==> config.mk <==
export PLATFORM = sky130hd
export DESIGN_NAME = clk_div_n
export DESIGN_NICKNAME = d
export VERILOG_FILES = /design/src/rtl/clk_div_n.sv
export SDC_FILE = /design/constraint.sdc
export NUM_CORES = 1
export LEC_CHECK = 0
export ABC_AREA = 1
export BUFFER_PORTS_ARGS = -buffer_cell sky130_fd_sc_hd__buf_2
export CELL_PAD_IN_SITES_DETAIL_PLACEMENT = 1
export CELL_PAD_IN_SITES_GLOBAL_PLACEMENT = 1
export CORE_AREA = 2 2 72 74
export DETAILED_ROUTE_END_ITERATION = 10
export DIE_AREA = 0 0 74 76
export PLACE_DENSITY = 0.76
export SYNTH_ARGS = -nofsm -noshare
export SYNTH_HDL_FRONTEND = slang
export SYNTH_SLANG_ARGS = --single-unit
==> constraint.sdc <==
create_clock -name clk -period 4 [get_ports clk]
set_input_delay 0.4 -clock clk [delete_from_list [all_inputs] [get_ports clk]]
set_output_delay 0.4 -clock clk [all_outputs]
set_load 0.01 [all_outputs]
==> src/rtl/clk_div_n.sv <==
// rtl/clk_div_n.sv - programmable integer clock divider with 50% duty for odd and even divisors
module clk_div_n #(
  parameter int WIDTH     = 8,
  parameter int RESET_DIV = 3
) (
  input  logic             clk,
  input  logic             reset_n,
  input  logic             enable,
  input  logic [WIDTH-1:0] div_in,
  input  logic             div_load,
  output logic             div_ack,
  output logic             div_err,
  output logic             clk_out,
  output logic             period_tick,
  output logic             running
);

  localparam logic [WIDTH-1:0] ONE       = WIDTH'(1);
  localparam logic [WIDTH-1:0] TWO       = WIDTH'(2);
  localparam logic [WIDTH-1:0] ZERO      = '0;
  localparam logic [WIDTH-1:0] DIV_RESET = WIDTH'(RESET_DIV);

  logic [WIDTH-1:0] n_act;
  logic [WIDTH-1:0] n_pend;
  logic             pending;
  logic [WIDTH-1:0] cnt;
  logic             pos_q;
  logic             neg_q;

  logic             wrap;
  logic             period_start;
  logic             stop;
  logic             apply;
  logic             load_ok;
  logic             run_next;
  logic [WIDTH-1:0] n_next;
  logic [WIDTH-1:0] cnt_next;
  logic [WIDTH:0]   half;
  logic             pos_next;

  always_comb begin
    wrap         = running && (cnt == (n_act - ONE));
    period_start = (!running && enable) || (wrap && enable);
    stop         = wrap && !enable;
    apply        = period_start && pending;
    n_next       = apply ? n_pend : n_act;
    run_next     = period_start || (running && !stop);
    load_ok      = div_load && (div_in >= TWO);

    if (period_start || stop)
      cnt_next = ZERO;
    else if (running)
      cnt_next = cnt + ONE;
    else
      cnt_next = cnt;

    // Half point uses the divisor of the period being entered, widened so 2^WIDTH-1 cannot wrap.
    half     = ({1'b0, n_next} + {{WIDTH{1'b0}}, 1'b1}) >> 1;
    pos_next = run_next && ({1'b0, cnt_next} < half);
  end

  always_ff @(posedge clk or negedge reset_n) begin
    if (!reset_n) begin
      n_act       <= DIV_RESET;
      n_pend      <= DIV_RESET;
      pending     <= 1'b0;
      cnt         <= ZERO;
      pos_q       <= 1'b0;
      running     <= 1'b0;
      period_tick <= 1'b0;
      div_ack     <= 1'b0;
      div_err     <= 1'b0;
    end else begin
      n_act       <= n_next;
      cnt         <= cnt_next;
      pos_q       <= pos_next;
      running     <= run_next;
      period_tick <= period_start;
      div_ack     <= apply;
      div_err     <= div_load && !load_ok;
      // A load on the applying edge becomes the next pending value.
      if (load_ok) begin
        n_pend  <= div_in;
        pending <= 1'b1;
      end else if (apply) begin
        pending <= 1'b0;
      end
    end
  end

  always_ff @(negedge clk or negedge reset_n) begin
    if (!reset_n)
      neg_q <= 1'b0;
    else
      neg_q <= pos_q;
  end

  // Odd divisors trim the high phase by half a cycle via the falling-edge copy.
  assign clk_out = n_act[0] ? (pos_q & neg_q) : pos_q;

endmodule

==> Word-level counts from Yosys, hierarchy flattened <==
Cells that the tools add are included.
Widths: inputs -> output; s select.
{ "totals": {"register_bits": 31, "latchBits": 0, "ram_bits": 0, "mem_bits_ro": 0, "input_bits": 12, "output_inout_bits": 5, "elab_cells": 40, "n_memories": 0} }
{ "op_classes": {"addsub": 3, "mul": 0, "n_div": 0, "magnitude_cmp": 2, "n_eq_ne": 1, "shifts": 0, "n_mux": 6, "n_bitwise": 1, "reduce_logical": 17} }
{ "op_table": {"columns": ["cell", "count"], "rows": [
  ["$mux 8", 3],
  ["$add 8x1->9 const B", 1],
  ["$logic_and 1x1->1", 9],
  ["$add 8x1->8 const B", 1],
  ["$eq 8x8->1", 1],
  ["$ge 8x2->1 const B", 1],
  ["$lt 8x8->1", 1],
  ["$sub 8x1->8 const B", 1],
  ["$logic_not 1->1", 4],
  ["$logic_or 1x1->1", 3],
  ["$mux 1", 3],
  ["$reduce_bool 2->1", 1],
  ["$and 1x1->1", 1]
]} }

==> Longest topological paths before layout <==
{ "depth": {"depth_word": 10, "ltp_mapped": 27, "depth_no_buf": 26} }

==> out/qor.yml <==
setup_path:
  r2r_cells: 23
  crit_arrival_ns: 3.75
  end_kind: "register"
  start_kind: "register"
  max_stage_delay_ns: 0.56
  path_max_fanout: 13
  cp_cell_sequence: "inv_2 -> ha_1 -> nand2_2 -> nor2_2 -> nand3_1 -> nand2_1 -> nand2_1 -> nand2_1 -> nor2_2 -> nand2_2 -> nand2_4 -> nand3_4 -> nand2_2 -> o21ai_2 -> inv_1 -> ha_1 -> nand2_1 -> nor2_2 -> nand4_1 -> ha_1 -> a21oi_1 -> o211ai_1 -> a21oi_1"
  crit_top_cell: "nand2_1"
  worstSetupPathType: "reg -> reg"
  crit_required_ns: 4.21
  critPathSlowestCell: "dfstp_2"
floorplan:
  die_area_mm2: 0.00562
  std_cell_rows: 26
  die_h_um: 76
  die_x_um: 74
  pin_count: 17
  core-area_mm2: 0.00491
  initial_core_util_pct: 41.5
sta:
  fin_crit_sh_pct: 88.4
  worstMarginPinSlew_ns: 0.421
  finalClockSkew_ns: 0.00741
  fin_crit_ns: 3.54
  slew_headroom_pct: 71.9
  setup_violations: 0
  finalMaxSlewViolations: 0
  timing_hold_violations_final: 0
  tns_ns: 0
  rsz0062_at_grt: "false"
  fmax_mhz: 283
finish:
  multi_input_area_mm2: 0.00106
  n_antenna_cell: 0
  regArea_um2: 781
  nets: 304
  drive_gt1_share_pct: 20.8
  final_cell_count_no_fill: 353
  area_growth_pct: 10.5
  fill_cells: 623
routing:
  drc_errors: 0
  wire_per_inst_um: 14.4
  drt-pass1-iter-count: 4
  ant_nets: 0
  drtIter0Drc: 60
  wl_um: 5080
  vias: 1735
  via_per_inst: 4.92
power_and_ir_drop:
  irDropWorstVdd_mv: 0.419
  cellPowerDensity_mw_per_mm2: 766
  leakagePower_nw: 1.15
clock_network:
  cts_tree: "built"
  clkTransAtPathRegs_ns: 0.07
  post_cts_resized: 0
  cts_inserted_buffers: 5
  clock_latency_ns: 0.29
  root_buffer: "clkbuf_8"
  cts_setup_buffers: 0
  clkSinkCount: 31
  holdBufCountCts: 0
  htree_levels: 2
  clockBufferDepth: 2
global_route:
  gr-usage-met2_pct: 33.8
  grt_busiest_layer: "met2"
  grt_max_degree: 32
  grt_usage_pct: 20.6
  antenna_found_initial: 0
  grt_pass1_vias: 1812
  overflow: 0
  grt_use_met1_pct: 26.1
  grt_util_met3_pct: 4.50
  grt_pass1_wl_um: 8770
synth:
  avgSynthCellArea_um2: 7.72
  synth_fp_nets: 286
  ys_types: 36
  syn-cell-area_mm2: 0.00204
  synth_seq_cells: 31
  ys_seq_area_share_pct: 38.3
  synth_warnings: 0
  synthCells: 264
placement:
  dpl.cell_count: 345
  port_buffers: 16
  hpwl_um: 4000
  place_congestion: 0.810
min_path:
  hold_class: "in -> async"
run:
  maxCapViolations: 0
status:
  status: "complete, no violations"
metal layers:
layer,part of all wire (%),wire length [µm],vias to the layer above
li1,-,-,879
met1,45,2290,823
met2,50,2540,24
met3,2.7,139,9
met4,2.1,109,0
met5,0,0,-
per-stage QoR:
step | worst slack, ns | hold WS, ns | utilization (%) | power (mW) | area (µm²)
2_1_floorplan | 0.953 | 0.104 | - | 1.21 | 2040
3_3_place_gp | 0.618 | 0.442 | 43.8 | 1.43 | 2150
3_5_place_dp | 0.508 | 0.446 | 43.8 | 1.46 | 2150
4_1_cts | 0.461 | 0.140 | 45.8 | 1.75 | 2250
5_1_grt | 0.0896 | 0.159 | 45.8 | 1.92 | 2250
6_report | 0.463 | 0.135 | 45.8 | 1.72 | 2250
cell usage after synthesis (all sizes together):
cell type | number | share of area (%)
a21oi | 9 | 2.4
buf | 3 | 1.5
clkbuf | 3 | 1.5
clkinv | 2 | 0.37
dfrtn | 1 | 1.2
dfrtp | 26 | 32
dfstp | 4 | 5.2
ha | 10 | 6.1
inv | 34 | 6.3
mux2 | 3 | 1.7
nand2 | 83 | 17
nand3 | 14 | 4.3
nand3b | 2 | 0.74
nand4 | 14 | 4.3
nor2 | 31 | 6.7
nor3 | 2 | 0.49
nor3b | 1 | 0.37
nor4 | 1 | 0.31
o211ai | 1 | 0.37
o21a | 1 | 0.37
o21ai | 7 | 1.9
or2 | 2 | 0.61
xnor2 | 2 | 0.86
xor2 | 8 | 3.4
layout by cell type (no fill, tap or decap), types with 2 or more instances in the layout:
cell type  synthesis  final
nand4_1           14     14
inv_2              2      2
buf_2              0     16
dfrtp_1           26     26
xnor2_1            2      2
nor2_1            23     23
nand3_1           12     12
nor2_2             8      8
nand3b_1           2      2
o21ai_0            5      5
mux2_2             3      3
clkbuf_8           2      7
inv_1             32     32
dfstp_2            4      4
nand2_1           70     70
ha_1              10     10
nand2_2           12     12
xor2_1             8      8
a21oi_1            8      8
clkinv_1           2      2
nor3_1             2      2
registers in the layout (all words and copies together) (netlist names):
signal and flops:
cnt 8, n_act 8, n_pend 8, div_ack 1, div_err 1, neg_q 1, pending 1, period_tick 1
pos_q 1, running 1
path summary, 6_finish.rpt:
kind                                       start                    end  slack [ns]
max                           n_act[0]$_DFF_PN1_        pos_q$_DFF_PN0_        0.46
min                                      reset_n       cnt[4]$_DFF_PN0_        0.14
max reg2reg                   n_act[0]$_DFF_PN1_        pos_q$_DFF_PN0_        0.46
min reg2reg                n_pend[1]$_DFFE_PN1P_  n_pend[1]$_DFFE_PN1P_        0.49
max in group asynchronous                reset_n        neg_q$_DFF_NN0_        1.66
min in group clk                       div_in[0]  n_pend[0]$_DFFE_PN1P_        0.35
layout make-up:
class	count	share of cell area [%]
clock buffer	8	4.44
inverter	36	6.00
multi-input combinational	191	47.1
sequential	31	34.7
tap	70	3.89
timing repair buffer	17	3.89
power breakdown:
group	internal [mW]	switching (mW)
Combinational	0.337	0.576
Clock	0.157	0.113
Sequential	0.420	0.122
cell families after synthesis:
family	share of synthesized area, %
AND/OR/NAND/NOR	34.9
multiplexers	1.66
flip-flops	38.3
buffers and inverters	9.64
XOR/XNOR	4.30
adder cells (fa/ha/maj)	6.14
AO/OA/AOI/OAI	5.03
worst max-delay path: cells and delay by family, from the launching register on:
kind	cells	cell delay, ns
compound gates	4	0.49
fa+ha+maj	3	0.82
flops	1	0.56
simple gates	14	1.41
buf+inv	2	0.20
(Power assumes the default switching activity.)
